### src/rtl/seg_scan_driver.sv
`default_nettype none
// ============================================================================
// Module   : seg_scan_driver
// Brief    : Multiplexed N-digit common-anode 7-segment driver with scan
//            counter, per-digit dp, leading-zero blanking and load register.
//            Optional macro SEG_HEX_EN renders digits 10..15 as hex glyphs.
// Revision : 1.0 - initial release
// ============================================================================
module seg_scan_driver #(
  parameter int NUM_DIGITS = 4,
  parameter int SCAN_DIV   = 50000,
  parameter int CNT_W      = 16
) (
  input  logic                    clk,
  input  logic                    rst,
  input  logic                    en,
  input  logic                    load,
  input  logic [4*NUM_DIGITS-1:0] iDEC,
  input  logic [NUM_DIGITS-1:0]   idp,
  input  logic                    lzb,
  output logic [7:0]              seg,
  output logic [NUM_DIGITS-1:0]   an,
  output logic                    frame_tick
);

  localparam int               IDX_W    = (NUM_DIGITS > 1) ? $clog2(NUM_DIGITS) : 1;
  localparam logic [CNT_W-1:0] CNT_LAST = CNT_W'(SCAN_DIV - 1);
  localparam logic [IDX_W-1:0] IDX_LAST = IDX_W'(NUM_DIGITS - 1);

  logic [CNT_W-1:0]        cnt_q, cnt_d;
  logic [IDX_W-1:0]        idx_q, idx_d;
  logic [4*NUM_DIGITS-1:0] dig_q, dig_d;
  logic [NUM_DIGITS-1:0]   dp_q, dp_d;
  logic [7:0]              seg_q, seg_d;
  logic [NUM_DIGITS-1:0]   an_q, an_d;
  logic                    frame_tick_q, frame_tick_d;

  logic [3:0] cur_digit;
  logic       cur_dp;
  logic       cur_blank;
  logic       zero_run;

  // Returns seg[7:1] ({a..g}), active-low.
  function automatic logic [6:0] decode(input logic [3:0] d);
    logic [6:0] s;
    case (d)
      4'd0:    s = 7'b0000001;
      4'd1:    s = 7'b1001111;
      4'd2:    s = 7'b0010010;
      4'd3:    s = 7'b0000110;
      4'd4:    s = 7'b1001100;
      4'd5:    s = 7'b0100100;
      4'd6:    s = 7'b0100000;
      4'd7:    s = 7'b0001111;
      4'd8:    s = 7'b0000000;
      4'd9:    s = 7'b0000100;
`ifdef SEG_HEX_EN
      4'd10:   s = 7'b0001000;
      4'd11:   s = 7'b1100000;
      4'd12:   s = 7'b0110001;
      4'd13:   s = 7'b1000010;
      4'd14:   s = 7'b0110000;
      4'd15:   s = 7'b0111000;
`endif
      default: s = 7'b1111111;
    endcase
    return s;
  endfunction

  always_comb begin
    cnt_d        = cnt_q;
    idx_d        = idx_q;
    dig_d        = dig_q;
    dp_d         = dp_q;
    seg_d        = 8'hFF;
    an_d         = '1;
    frame_tick_d = 1'b0;
    cur_digit    = 4'd0;
    cur_dp       = 1'b0;
    cur_blank    = 1'b0;
    zero_run     = 1'b1;

    if (load) begin
      dig_d = iDEC;
      dp_d  = idp;
    end

    if (en) begin
      if (cnt_q == CNT_LAST) begin
        cnt_d        = '0;
        idx_d        = (idx_q == IDX_LAST) ? '0 : idx_q + 1'b1;
        frame_tick_d = (idx_q == IDX_LAST);
      end else begin
        cnt_d = cnt_q + 1'b1;
      end
    end

    // Outputs follow idx_d so an/seg switch on the same edge as the index.
    // zero_run walks from the top digit down to detect leading zeros.
    for (int k = NUM_DIGITS - 1; k >= 0; k--) begin
      zero_run = zero_run && (dig_q[4*k +: 4] == 4'd0);
      if (idx_d == IDX_W'(k)) begin
        cur_digit = dig_q[4*k +: 4];
        cur_dp    = dp_q[k];
        cur_blank = lzb && zero_run && (k != 0);
      end
      an_d[k] = !(en && (idx_d == IDX_W'(k)));
    end

    if (en) begin
      seg_d[7:1] = cur_blank ? 7'b1111111 : decode(cur_digit);
      seg_d[0]   = ~cur_dp;
    end
  end

  always_ff @(posedge clk) begin
    if (rst) begin
      cnt_q        <= '0;
      idx_q        <= '0;
      dig_q        <= '0;
      dp_q         <= '0;
      seg_q        <= 8'hFF;
      an_q         <= '1;
      frame_tick_q <= 1'b0;
    end else begin
      cnt_q        <= cnt_d;
      idx_q        <= idx_d;
      dig_q        <= dig_d;
      dp_q         <= dp_d;
      seg_q        <= seg_d;
      an_q         <= an_d;
      frame_tick_q <= frame_tick_d;
    end
  end

  assign seg        = seg_q;
  assign an         = an_q;
  assign frame_tick = frame_tick_q;

endmodule
`default_nettype wire
### config.mk
export PLATFORM = sky130hd
export DESIGN_NAME = seg_scan_driver
export DESIGN_NICKNAME = d
export VERILOG_FILES = /design/src/rtl/seg_scan_driver.sv
export SDC_FILE = /design/constraint.sdc
export NUM_CORES = 1
export LEC_CHECK = 0
export ABC_AREA = 1
export CORE_AREA = 2 2 153 80
export CTS_CLUSTER_SIZE = 8
export DETAILED_ROUTE_END_ITERATION = 6
export DIE_AREA = 0 0 155 82
export SLEW_MARGIN = 20
export SYNTH_ARGS = -nofsm -noshare
export SYNTH_HDL_FRONTEND = slang
export SYNTH_SLANG_ARGS = --single-unit
### constraint.sdc
create_clock -name clk -period 5.6 [get_ports clk]
set_input_delay 0.84 -clock clk [delete_from_list [all_inputs] [get_ports clk]]
set_output_delay 0.84 -clock clk [all_outputs]
set_load 0.01 [all_outputs]
; ---- Word-level counts from Yosys, hierarchy flattened
; Memory sizes are Yosys's and may differ from the RTL's. A register that Yosys moved wholly into a read port is not among the register bits.
; Cells that the tools add are included.
[word_totals]
regBits = 44
latchBits = 0
ram_bits = 0
mem_bits_ro = 112
inputBits = 25
n_memories = 1
[op_classes]
addsub = 2
mul = 0
n_div = 0
n_lt_le_gt_ge = 0
eq_ne = 5
n_shift = 0
mux = 16
n_bitwise = 3
n_reduce_logical = 20
[mem_list]
columns = name, words, width, read_ports, rd_ports_with_merged_regs, wr, line
row1 = (no name shown), 16, 7, 1, 1, 0, 46  ; case (d)
[ops]
columns = cell, count
row1 = $add 16x1->16 const B, 1
row2 = $eq 16x16->1 const B, 1
row3 = $mux 16, 1
row4 = $mux 4, 4
row5 = $logic_not 4->1, 3
row6 = $logic_and 1x1->1, 9
row7 = $mux 1, 8
row8 = $eq 2x2->1 const B, 3
row9 = $mux 2, 3
row10 = $reduce_or 3->1, 2
row11 = $logic_not 1->1, 4
row12 = $not 1->1, 3
row13 = $add 2x1->2 const B, 1
row14 = $eq 2x1->1 const B, 1
row15 = $logic_not 2->1, 1
row16 = $reduce_or 2->1, 1

; ---- Logic depth before layout (Yosys ltp)
; Gate-level depths: netlist (run 1).
[depth]
word_depth = 10
depth_mapped = 19
ltp_nobuf = 19

; ---- Worst setup path after synthesis (run 1)
; OpenSTA, ideal clock, no wires.
[synth_timing]
kind = input port to flip-flop
startpoint = input en
endpoint = register seg_q[4] (netlist: seg[4])
setup_ns = 0.124
arrival_time_ns = 2.255
setup_slack_ns = 3.221
path_stages = 14
path_buffers = 2
path_cell_list = buf_6 nand3_1 nand2_2 nand2_2 buf_6 nor2_2 nand2_1 nand3_1 nand2_1 ha_1 inv_1 nand3_1 nand3_1 nand3_1
[synth_between]
elab_chain_cells = 7
word_cells_on_any_way = 15
classes_between = eq/ne: 3 / mux: 9 / bitwise: 1 / reduce/logical: 2
[synth_lines]
columns = item, line
row1 = start: declaration, 16  ; input logic en,
row2 = $mux 2, 88  ; if (en) begin
row3 = $eq 2x2->1, 102  ; if (idx_d == IDX_W'(k)) begin
row4 = $mux 1 (4 in a row), 102
row5 = $reduce_or 3->1 (no source line), -
row6 = end: declaration, 34  ; logic [7:0] seg_q, seg_d;
; Parallel ways exist; a longest one is shown, timed or not.
; A chain may end at the register's enable or synchronous reset.

; ---- Final worst setup path (run 1)
[layout_timing]
startpoint = input en
endpoint = register seg_q[2] (netlist: seg[2])
; The elaborated chain is that of the path after synthesis.

==> run_results.csv, run 1 <==
group,metric,value,unit
run_status,outcome,"finished, final reports clean",
sta,hold_violations,0,
sta,slew_headroom,40.34,%
floorplanning,initial_core_util,22.29,%
floorplanning,io_pins,38,
global_routing,track_usage,11.16,%
global_routing,antenna_found_initial,0,
global_routing,grt_most_used_layer,"met1",
sta,period_needed,3.095,ns
setup_path,worst_ep_arrival_time,3.27,ns
power,peakVddDrop,0.1573,mV
sta,setup_violations,0,
cts,clock-sinks,51,
floorplanning,die_x,155,um
global_routing,met2_usage,12.80,%
detailed_routing,first_pass_iters,5,
setup_path,end_kind,"register",
synthesis,yosys.area.top_type,"dfxtp_1",
cts,root_buffer,"clkbuf_16",
cts,cts.hold.buffers_added,0,
power,p_sw_share,22.70,%
detailed_routing,viasPerCell,4.415,
sta,skew,0.007317,ns
hold_path,hold_class,"reg2reg",
layout,diodes,0,
hold_path,hold_start,"dig_q[0]",
setup_path,worstPathCellList,"clkdlybuf4s50_1 -> nand4_1 -> nand2_1 -> nand2_1 -> inv_1 -> nand2_1 -> nand2_1 -> inv_1 -> ha_1 -> inv_1 -> nand3_1 -> nand3_1 -> nand3_1",
floorplanning,dieArea,0.01271,mm^2
cts,clkTransAtPathRegs,0.06,ns
power,switchingPower,0.1842,mW
sta,fin_tns_setup,0,ns
synthesis,synthCells,346,
placement,gp_congestion,0.8960,
sta,fmax,323.1,MHz
global_routing,grt-ovfl-total,0,
layout,fin_util,28.12,%
cts,cts_tree,"built",
cts,postCtsSetupRepairBufs,0,
floorplanning,fp-row-count,28,
setup_path,worstSetupPathType,"in2reg",
setup_path,slowest_delay,0.69,ns
synthesis,synthDistinctLibCells,31,
global_routing,met1_usage,18.19,%
floorplanning,die_y,82,um
power,pwr-share-comb,10.8,%
cts,clk_latency,0.29,ns
synthesis,synth_area,0.002554,mm^2
cts,cts_resized,0,
detailed_routing,routed_wl,6.775,mm
hold_path,hold_end,"dig_q[0]",
hold_path,hold_path_depth,2,
synthesis,syn_avg_cell_area,7.381,um^2
layout,fillers,1230,
job,cap_viol_max_count,0,
sta,worst_pin_slew,0.8894,ns
power,pwr_density_cell,251.9,mW/mm^2
setup_path,cp_max_fo,11,
power,p_seq_share,47.9,%
layout,layout-drive-gt1-share,8.901,%
synthesis,ys_seq_area_share,39.98,%
global_routing,grt_pass1_wl,10.86,mm
setup_path,rr_startpoint,"cnt_q[0]",
power,clkPwrFrac,41.3,%
detailed_routing,vias,2349,
synthesis,synth-seq-cells,51,
power,internal_power,0.6273,mW
setup_path,critPathLaunchType,"input pin",
synthesis,synth_top_area_share,39.98,%
sta,rsz0062_at_grt,"no",
synthesis,synthesis.nets,379,
sta,drv_slew,0,
layout,nNetsFinal,415,
setup_path,cp_common_cell,"nand2_1",
setup_path,reg2reg_depth,15,
placement,io_buffers,37,
layout,multiInputGateArea,0.001281,mm^2
global_routing,grt_max_degree,38,
setup_path,cp_data_required_time,5.78,ns
layout,final_common_cell,"nand2_1",
global_routing,use_met3,3.377,%
setup_path,r2r_end,"seg[2]",
layout,synthToLayoutAreaGrowth,26.16,%
setup_path,regToRegSetupSlack,2.88,ns
detailed_routing,antenna_left,0,
power,power.leakage,1.350,nW
cts,cts.path.max_buffers,2,
layout,final_cell_mix,"nand2_1, inv_1, dfxtp_1",
detailed_routing,drt_iter0_drc,191,
synthesis,ys_top_cells_by_area,"dfxtp_1, nand2_1, inv_1, nand3_1, o21ai_0",
cts,cts_buffers,5,
setup_path,slowest_stage,"clkdlybuf4s50_1",
layout,regArea,0.001021,mm^2
detailed_routing,routedWlPerCell,12.73,um
placement,dp_hpwl,5.326,mm
global_routing,grt_pass1_vias,2082,
cts,cts-htree-levels,2,
synthesis,yosysWarnings,0,
floorplanning,core_area,0.01146,mm^2
sta,post-route-period-util,55.27,%
detailed_routing,drcViolationCount,0,
layout make-up:
class                   count  share of cell area, %
clock buffers               6                  4.000
multi-input cells         233                  39.77
flip-flops and latches     51                  31.69
clock inverters             1                 0.9320
well taps                 150                  5.825
repair buffers             37                  11.50
inverters                  54                  6.291
metrics by stage:
| step | power [mW] | std cells | setup WS, ns | hold slack, ns | instance area, um^2 |
|---|---|---|---|---|---|
| floorplan | 0.4420 | 346 | 3.221 | 0.4282 | 2554 |
| global placement | 0.4822 | 525 | 2.402 | 0.4514 | 3063 |
| detailed placement | 0.4827 | 525 | 2.240 | 0.4546 | 3063 |
| CTS | 0.8250 | 532 | 2.534 | 0.4626 | 3222 |
| global route | 0.8534 | 532 | 2.327 | 0.5101 | 3222 |
| finish | 0.8115 | 532 | 2.505 | 0.4767 | 3222 |
worst max-delay path by stage:
| stage | cells after the start | startpoint | end | slack (ns) |
|---|---|---|---|---|
| floorplan | 14 | en | seg[4] | 3.22 |
| CTS | 13 | en | seg[4] | 2.53 |
| global route | 14 | en | seg[1] | 2.33 |
| global placement | 13 | en | seg[4] | 2.40 |
| detailed placement | 13 | en | seg[4] | 2.24 |
| finish | 13 | en | seg[2] | 2.51 |
layer usage:
metal,wire length [um],vias to the layer above
met5,0,-
met4,93,0
met3,622,6
met2,2173,95
met1,3885,1052
li1,-,1196
cell families (layout without fill, tap and decap cells):
group | count (synthesis) | in the layout | share of synthesized area [%]
AO/OA/AOI/OAI | 63 | 63 | 13.77
XOR/XNOR | 4 | 4 | 1.372
adder cells (fa/ha/maj) | 8 | 8 | 3.920
buffers and inverters | 62 | 98 | 9.848
flip-flops | 51 | 51 | 39.98
AND/OR/NAND/NOR | 158 | 158 | 31.11
flip-flops by register name (all words and copies together), names as in the netlist:
name / cells
dp_q: 4
an: 4
dig_q: 16
seg: 8
cnt_q: 16
frame_tick: 1
idx_q: 2
cells in the mapped netlist:
cell type / number
nor2_2: 6
nand3_4: 1
buf_4: 1
a31oi_1: 1
xor2_1: 4
nand3_2: 2
nand2_1: 55
nand3_1: 32
a22oi_1: 1
o21ai_0: 29
or2_2: 1
clkbuf_1: 5
nor2_1: 30
inv_1: 52
a211oi_1: 2
inv_2: 1
nor2_4: 2
nand4_2: 2
nand4_1: 8
clkinv_1: 1
nor4_1: 2
nand2_4: 5
dfxtp_1: 51
o21ai_4: 1
a21oi_1: 26
ha_1: 8
nand2_2: 6
a21oi_4: 1
nor3_1: 6
buf_6: 2
o211ai_1: 2
power by group through the flow:
stage	Clock [mW]	Combinational (mW)	Sequential, mW
global placement	0	0.0860	0.396
detailed placement	0	0.0865	0.396
finish	0.335	0.0876	0.389
CTS	0.350	0.0872	0.388
floorplan	0	0.0469	0.395
global route	0.365	0.0988	0.390
worst max-delay path: cells and delay by family:
family / cells / cell delay [ns]
adders and majority gates: 1 / 0.20
buffers and inverters: 4 / 1.03
and+or+nand+nor: 8 / 1.19
No activity file was read; power rests on OpenSTA's default activity.
==> inputs of run 2 (changes only) <==
==> constraint.sdc (replaced) <==
create_clock -name clk -period 3.2 [get_ports clk]
set_input_delay 0.48 -clock clk [delete_from_list [all_inputs] [get_ports clk]]
set_output_delay 0.48 -clock clk [all_outputs]
set_load 0.01 [all_outputs]
==> run_results.csv, run 2 (synthesized netlist as in run 1, its figures left out) <==
group,metric,value,unit
cts,clk_latency,0.29,ns
setup_path,worstSetupPathType,"reg2reg",
placement,io_buffers,37,
layout,fillers,1212,
layout,diodes,0,
cts,clock-sinks,51,
setup_path,slowest_delay,0.36,ns
hold_path,hold_start,"dp_q[0]",
placement,gp_congestion,0.9028,
floorplanning,io_pins,38,
global_routing,met2_usage,13.38,%
setup_path,critPathLaunchType,"register",
sta,fin_tns_setup,0,ns
layout,nNetsFinal,418,
sta,fmax,389.7,MHz
global_routing,track_usage,11.10,%
sta,rsz0062_at_grt,"no",
detailed_routing,routedWlPerCell,12.46,um
floorplanning,dieArea,0.01271,mm^2
detailed_routing,routed_wl,6.679,mm
global_routing,grt_pass1_wl,10.76,mm
floorplanning,die_y,82,um
setup_path,cp_max_fo,11,
sta,slew_headroom,56.59,%
global_routing,grt-ovfl-total,0,
setup_path,path_buf_inv,2,
setup_path,cp_data_required_time,3.38,ns
layout,final_cell_mix,"nand2_1, inv_1, dfxtp_1",
layout,synthToLayoutAreaGrowth,26.36,%
sta,worst_pin_slew,0.6471,ns
sta,period_needed,2.566,ns
setup_path,worst_ep_arrival_time,2.74,ns
global_routing,grt_pass1_vias,2136,
floorplanning,initial_core_util,22.29,%
floorplanning,core_area,0.01146,mm^2
placement,dp_cells,528,
sta,timing.hold.ws,0.4615,ns
floorplanning,die_x,155,um
setup_path,slowest_stage,"dfxtp_1",
layout,final_common_cell,"nand2_1",
floorplanning,fp-row-count,28,
setup_path,end_kind,"register",
power,peakVddDrop,0.2079,mV
run_status,outcome,"finished, final reports clean",
detailed_routing,first_pass_iters,5,
setup_path,critPathLaunch,"cnt_q[0]",
power,pwr_density_cell,421.1,mW/mm^2
cts,cts.path.max_buffers,2,
sta,drv_slew,0,
global_routing,grt_most_used_layer,"met1",
cts,postCtsSetupRepairBufs,0,
layout,layout-drive-gt1-share,9.845,%
sta,setup_violations,0,
hold_path,hold_class,"reg2reg",
cts,cts-htree-levels,2,
setup_path,path_delay_family,"simple AND/OR/NAND/NOR gates",
layout,fin_cells,536,
cts,cts_buffers,5,
sta,hold_violations,0,
job,cap_viol_max_count,0,
power,power.leakage,1.354,nW
global_routing,antenna_found_initial,0,
sta,skew,0.004030,ns
placement,dp_hpwl,5.325,mm
global_routing,grt_max_degree,29,
sta,post-route-period-util,80.18,%
detailed_routing,drcViolationCount,0,
setup_path,rr_startpoint,"cnt_q[0]",
cts,cts.hold.buffers_added,0,
cts,root_buffer,"clkbuf_16",
setup_path,worstPathCellList,"ha_1 -> nand3_1 -> nor2_2 -> nand3_1 -> nand2_1 -> nand2_1 -> nand2_1 -> inv_1 -> nand2_1 -> nand2_1 -> ha_1 -> inv_1 -> nand3_1 -> nand3_1 -> nand3_1",
detailed_routing,drt_iter0_drc,137,
cts,cts_tree,"built",
global_routing,met1_usage,17.49,%
power,power,1.359,mW
cts,cts_resized,0,
detailed_routing,antenna_left,0,
detailed_routing,viasPerCell,4.285,
cts,clkTransAtPathRegs,0.07,ns
detailed_routing,vias,2297,
global_routing,use_met3,3.430,%
==> run 2: cell type report <==
cell class	count	area [um^2]	share of cell area, %
well taps	150	187.7	5.816
multi-input cells	233	1281	39.71
clock inverters	2	12.51	0.3877
flip-flops and latches	51	1021	31.64
inverters	54	202.7	6.282
clock buffers	6	128.9	3.994
repair buffers	40	392.9	12.18
==> run 2: metal layers <==
metal | part of all wire (%) | wire, um
met3 | 9.3 | 620
met1 | 57 | 3806
met4 | 1.2 | 83
met2 | 32 | 2168
met5 | 0 | 0
==> run 2: final timing paths <==
path              endpoint  slack [ns]  cells after the start
setup reg to reg    seg[4]        0.63                     15
hold reg to reg    dp_q[0]        0.46                      2
hold / removal     dp_q[0]        0.46                      2
setup / recovery    seg[4]        0.63                     15
==> run 2: tightest hold or removal path, delay by kind of cell (launching register included) <==
kind / cells / cell delay (ns)
flip-flops: 1 / 0.30
buffers and inverters: 1 / 0.06
AO/OA/AOI/OAI: 1 / 0.06
==> run 2: where the power goes <==
group / internal, mW / switching, mW
logic: 0.0726 / 0.0832
clock network: 0.289 / 0.235
registers: 0.662 / 0.0170
==> run 2: per-stage QoR <==
| step | instance area, um^2 | utilization [%] | setup slack, ns |
|---|---|---|---|
| 2_1_floorplan | 2554 | - | 0.9947 |
| 3_3_place_gp | 3085 | 26.93 | 0.5440 |
| 3_5_place_dp | 3085 | 26.93 | 0.4157 |
| 4_1_cts | 3227 | 28.17 | 0.6140 |
| 5_1_grt | 3227 | 28.17 | 0.2552 |
| 6_report | 3227 | 28.17 | 0.6342 |
==> inputs of run 3 (changes only) <==
==> constraint.sdc (replaced) <==
create_clock -name clk -period 2.7 [get_ports clk]
set_input_delay 0.405 -clock clk [delete_from_list [all_inputs] [get_ports clk]]
set_output_delay 0.405 -clock clk [all_outputs]
set_load 0.01 [all_outputs]
==> run_results.csv, run 3 (synthesized netlist as in run 1, its figures left out) <==
group,metric,value,unit
sta,fmax,404.3,MHz
power,pwr-share-comb,11.4,%
sta,drv_slew,0,
layout,final_common_cell,"nand2_1",
setup_path,end_kind,"register",
global_routing,grt-ovfl-total,0,
cts,postCtsSetupRepairBufs,0,
detailed_routing,routedWlPerCell,12.51,um
sta,post-route-period-util,91.61,%
floorplanning,die_y,82,um
global_routing,grt_pass1_vias,2134,
power,peakVddDrop,0.2307,mV
floorplanning,fp-row-count,28,
sta,worst_pin_slew,0.4550,ns
cts,clock-sinks,51,
power,p_sw_share,23.68,%
cts,cts.path.max_buffers,2,
placement,io_buffers,37,
placement,dp_hpwl,5.402,mm
layout,nNetsFinal,426,
floorplanning,dieArea,0.01271,mm^2
sta,hold_violations,0,
sta,rsz0062_at_grt,"no",
layout,synthToLayoutAreaGrowth,29.40,%
setup_path,worstSetupPathType,"reg2reg",
layout,layout-drive-gt1-share,11.93,%
setup_path,critPathLaunchType,"register",
cts,clk_latency,0.29,ns
sta,period_needed,2.473,ns
power,switchingPower,0.3935,mW
floorplanning,die_x,155,um
cts,cts_buffers,5,
sta,setup_violations,0,
detailed_routing,drcViolationCount,0,
floorplanning,initial_core_util,22.29,%
sta,timing.hold.ws,0.4647,ns
floorplanning,core_area,0.01146,mm^2
detailed_routing,vias,2351,
power,power.leakage,1.403,nW
power,pwr_density_cell,503.0,mW/mm^2
layout,fin_cells,544,
cts,root_buffer,"clkbuf_16",
cts,clkTransAtPathRegs,0.07,ns
power,clkPwrFrac,40.1,%
power,p_seq_share,48.5,%
detailed_routing,antenna_left,0,
setup_path,cp_max_fo,7,
global_routing,track_usage,11.13,%
placement,gp_congestion,0.9076,
detailed_routing,routed_wl,6.805,mm
job,cap_viol_max_count,0,
layout,fin_util,28.84,%
layout,diodes,0,
cts,cts-htree-levels,2,
layout,final_cell_mix,"nand2_1, inv_1, dfxtp_1",
cts,cts_tree,"built",
global_routing,grt_pass1_wl,10.83,mm
sta,skew,0.005899,ns
sta,slew_headroom,69.39,%
setup_path,worst_ep_arrival_time,2.65,ns
hold_path,hold_class,"reg2reg",
floorplanning,io_pins,38,
detailed_routing,first_pass_iters,4,
placement,dp_cells,536,
sta,fin_tns_setup,0,ns
power,internal_power,1.269,mW
run_status,outcome,"finished, final reports clean",
detailed_routing,drt_iter0_drc,184,
global_routing,antenna_found_initial,0,
global_routing,grt_max_degree,35,
detailed_routing,viasPerCell,4.322,
setup_path,cp_data_required_time,2.88,ns
-- run 3: cell count changes in the layout (fill, tap and decap cells not counted), sizes merged --
cell	previous run	this run
buf	3	11
clkbuf	6	8
clkinv	2	1
clkinvlp	1	0
-- run 3: routing by layer --
metal  global-route usage, %  share of wire, %  up-vias
met5                       0                 0        -
met4                   3.056              0.90        0
met3                   2.955               8.9        5
met2                   14.18                33       76
met1                   17.50                57     1047
li1                        -                 -     1223
-- run 3: area by class of cell --
cell class / count / area [um^2]
clock buffer: 8 / 156.4
fill: 1233 / 8152
inverter: 54 / 202.7
multi-input combinational: 233 / 1284
sequential: 51 / 1021
tap: 150 / 187.7
timing repair buffer: 48 / 452.9
-- run 3: worst paths after layout --
kind	startpoint	endpoint	slack, ns	cells after the start
max	cnt_q[0]	seg[2]	0.23	19
min	dig_q[3]	dig_q[3]	0.46	2
max reg2reg	cnt_q[0]	seg[2]	0.23	19
min reg2reg	dig_q[3]	dig_q[3]	0.46	2
-- run 3: per-stage QoR --
stage / power [mW] / setup slack [ns] / cell area (um^2)
after CTS: 1.679 / 0.2019 / 3302
after global placement: 1.007 / 0.1628 / 3146
after floorplan: 0.9167 / 0.4947 / 2554
after detailed placement: 1.009 / 0.1046 / 3146
final: 1.662 / 0.2266 / 3304
after global routing: 1.734 / 0.02974 / 3304
-- run 3: timing repair --
item | 4_1_cts | 5_1_grt
setup endpoints to repair | 0 | 2
gates resized for setup | 0 | 1
hold buffers | 0 | 0
-- run 3: power by group through the flow --
stage                     combinational [mW]  clock [mW]  sequential (mW)
after detailed placement               0.186           0            0.822
after global placement                 0.185           0            0.822
after CTS                              0.188       0.685            0.805
after global routing                   0.211       0.713            0.809
after floorplan                       0.0972           0            0.819
final                                  0.189       0.667            0.806
-- run 3: critical path, stage by stage (launching register included) --
cell,delay [ns]
dfxtp_1,0.38
ha_1,0.26
nand2_1,0.09
inv_1,0.06
nand2_1,0.07
nor2_2,0.18
nand3_2,0.15
nand2_2,0.10
nand2_4,0.07
nand2_2,0.08
inv_2,0.04
nand2_1,0.04
nand3_1,0.08
nand2_2,0.14
inv_1,0.09
ha_1,0.20
inv_1,0.05
nand3_1,0.09
nand3_1,0.12
nand3_1,0.07
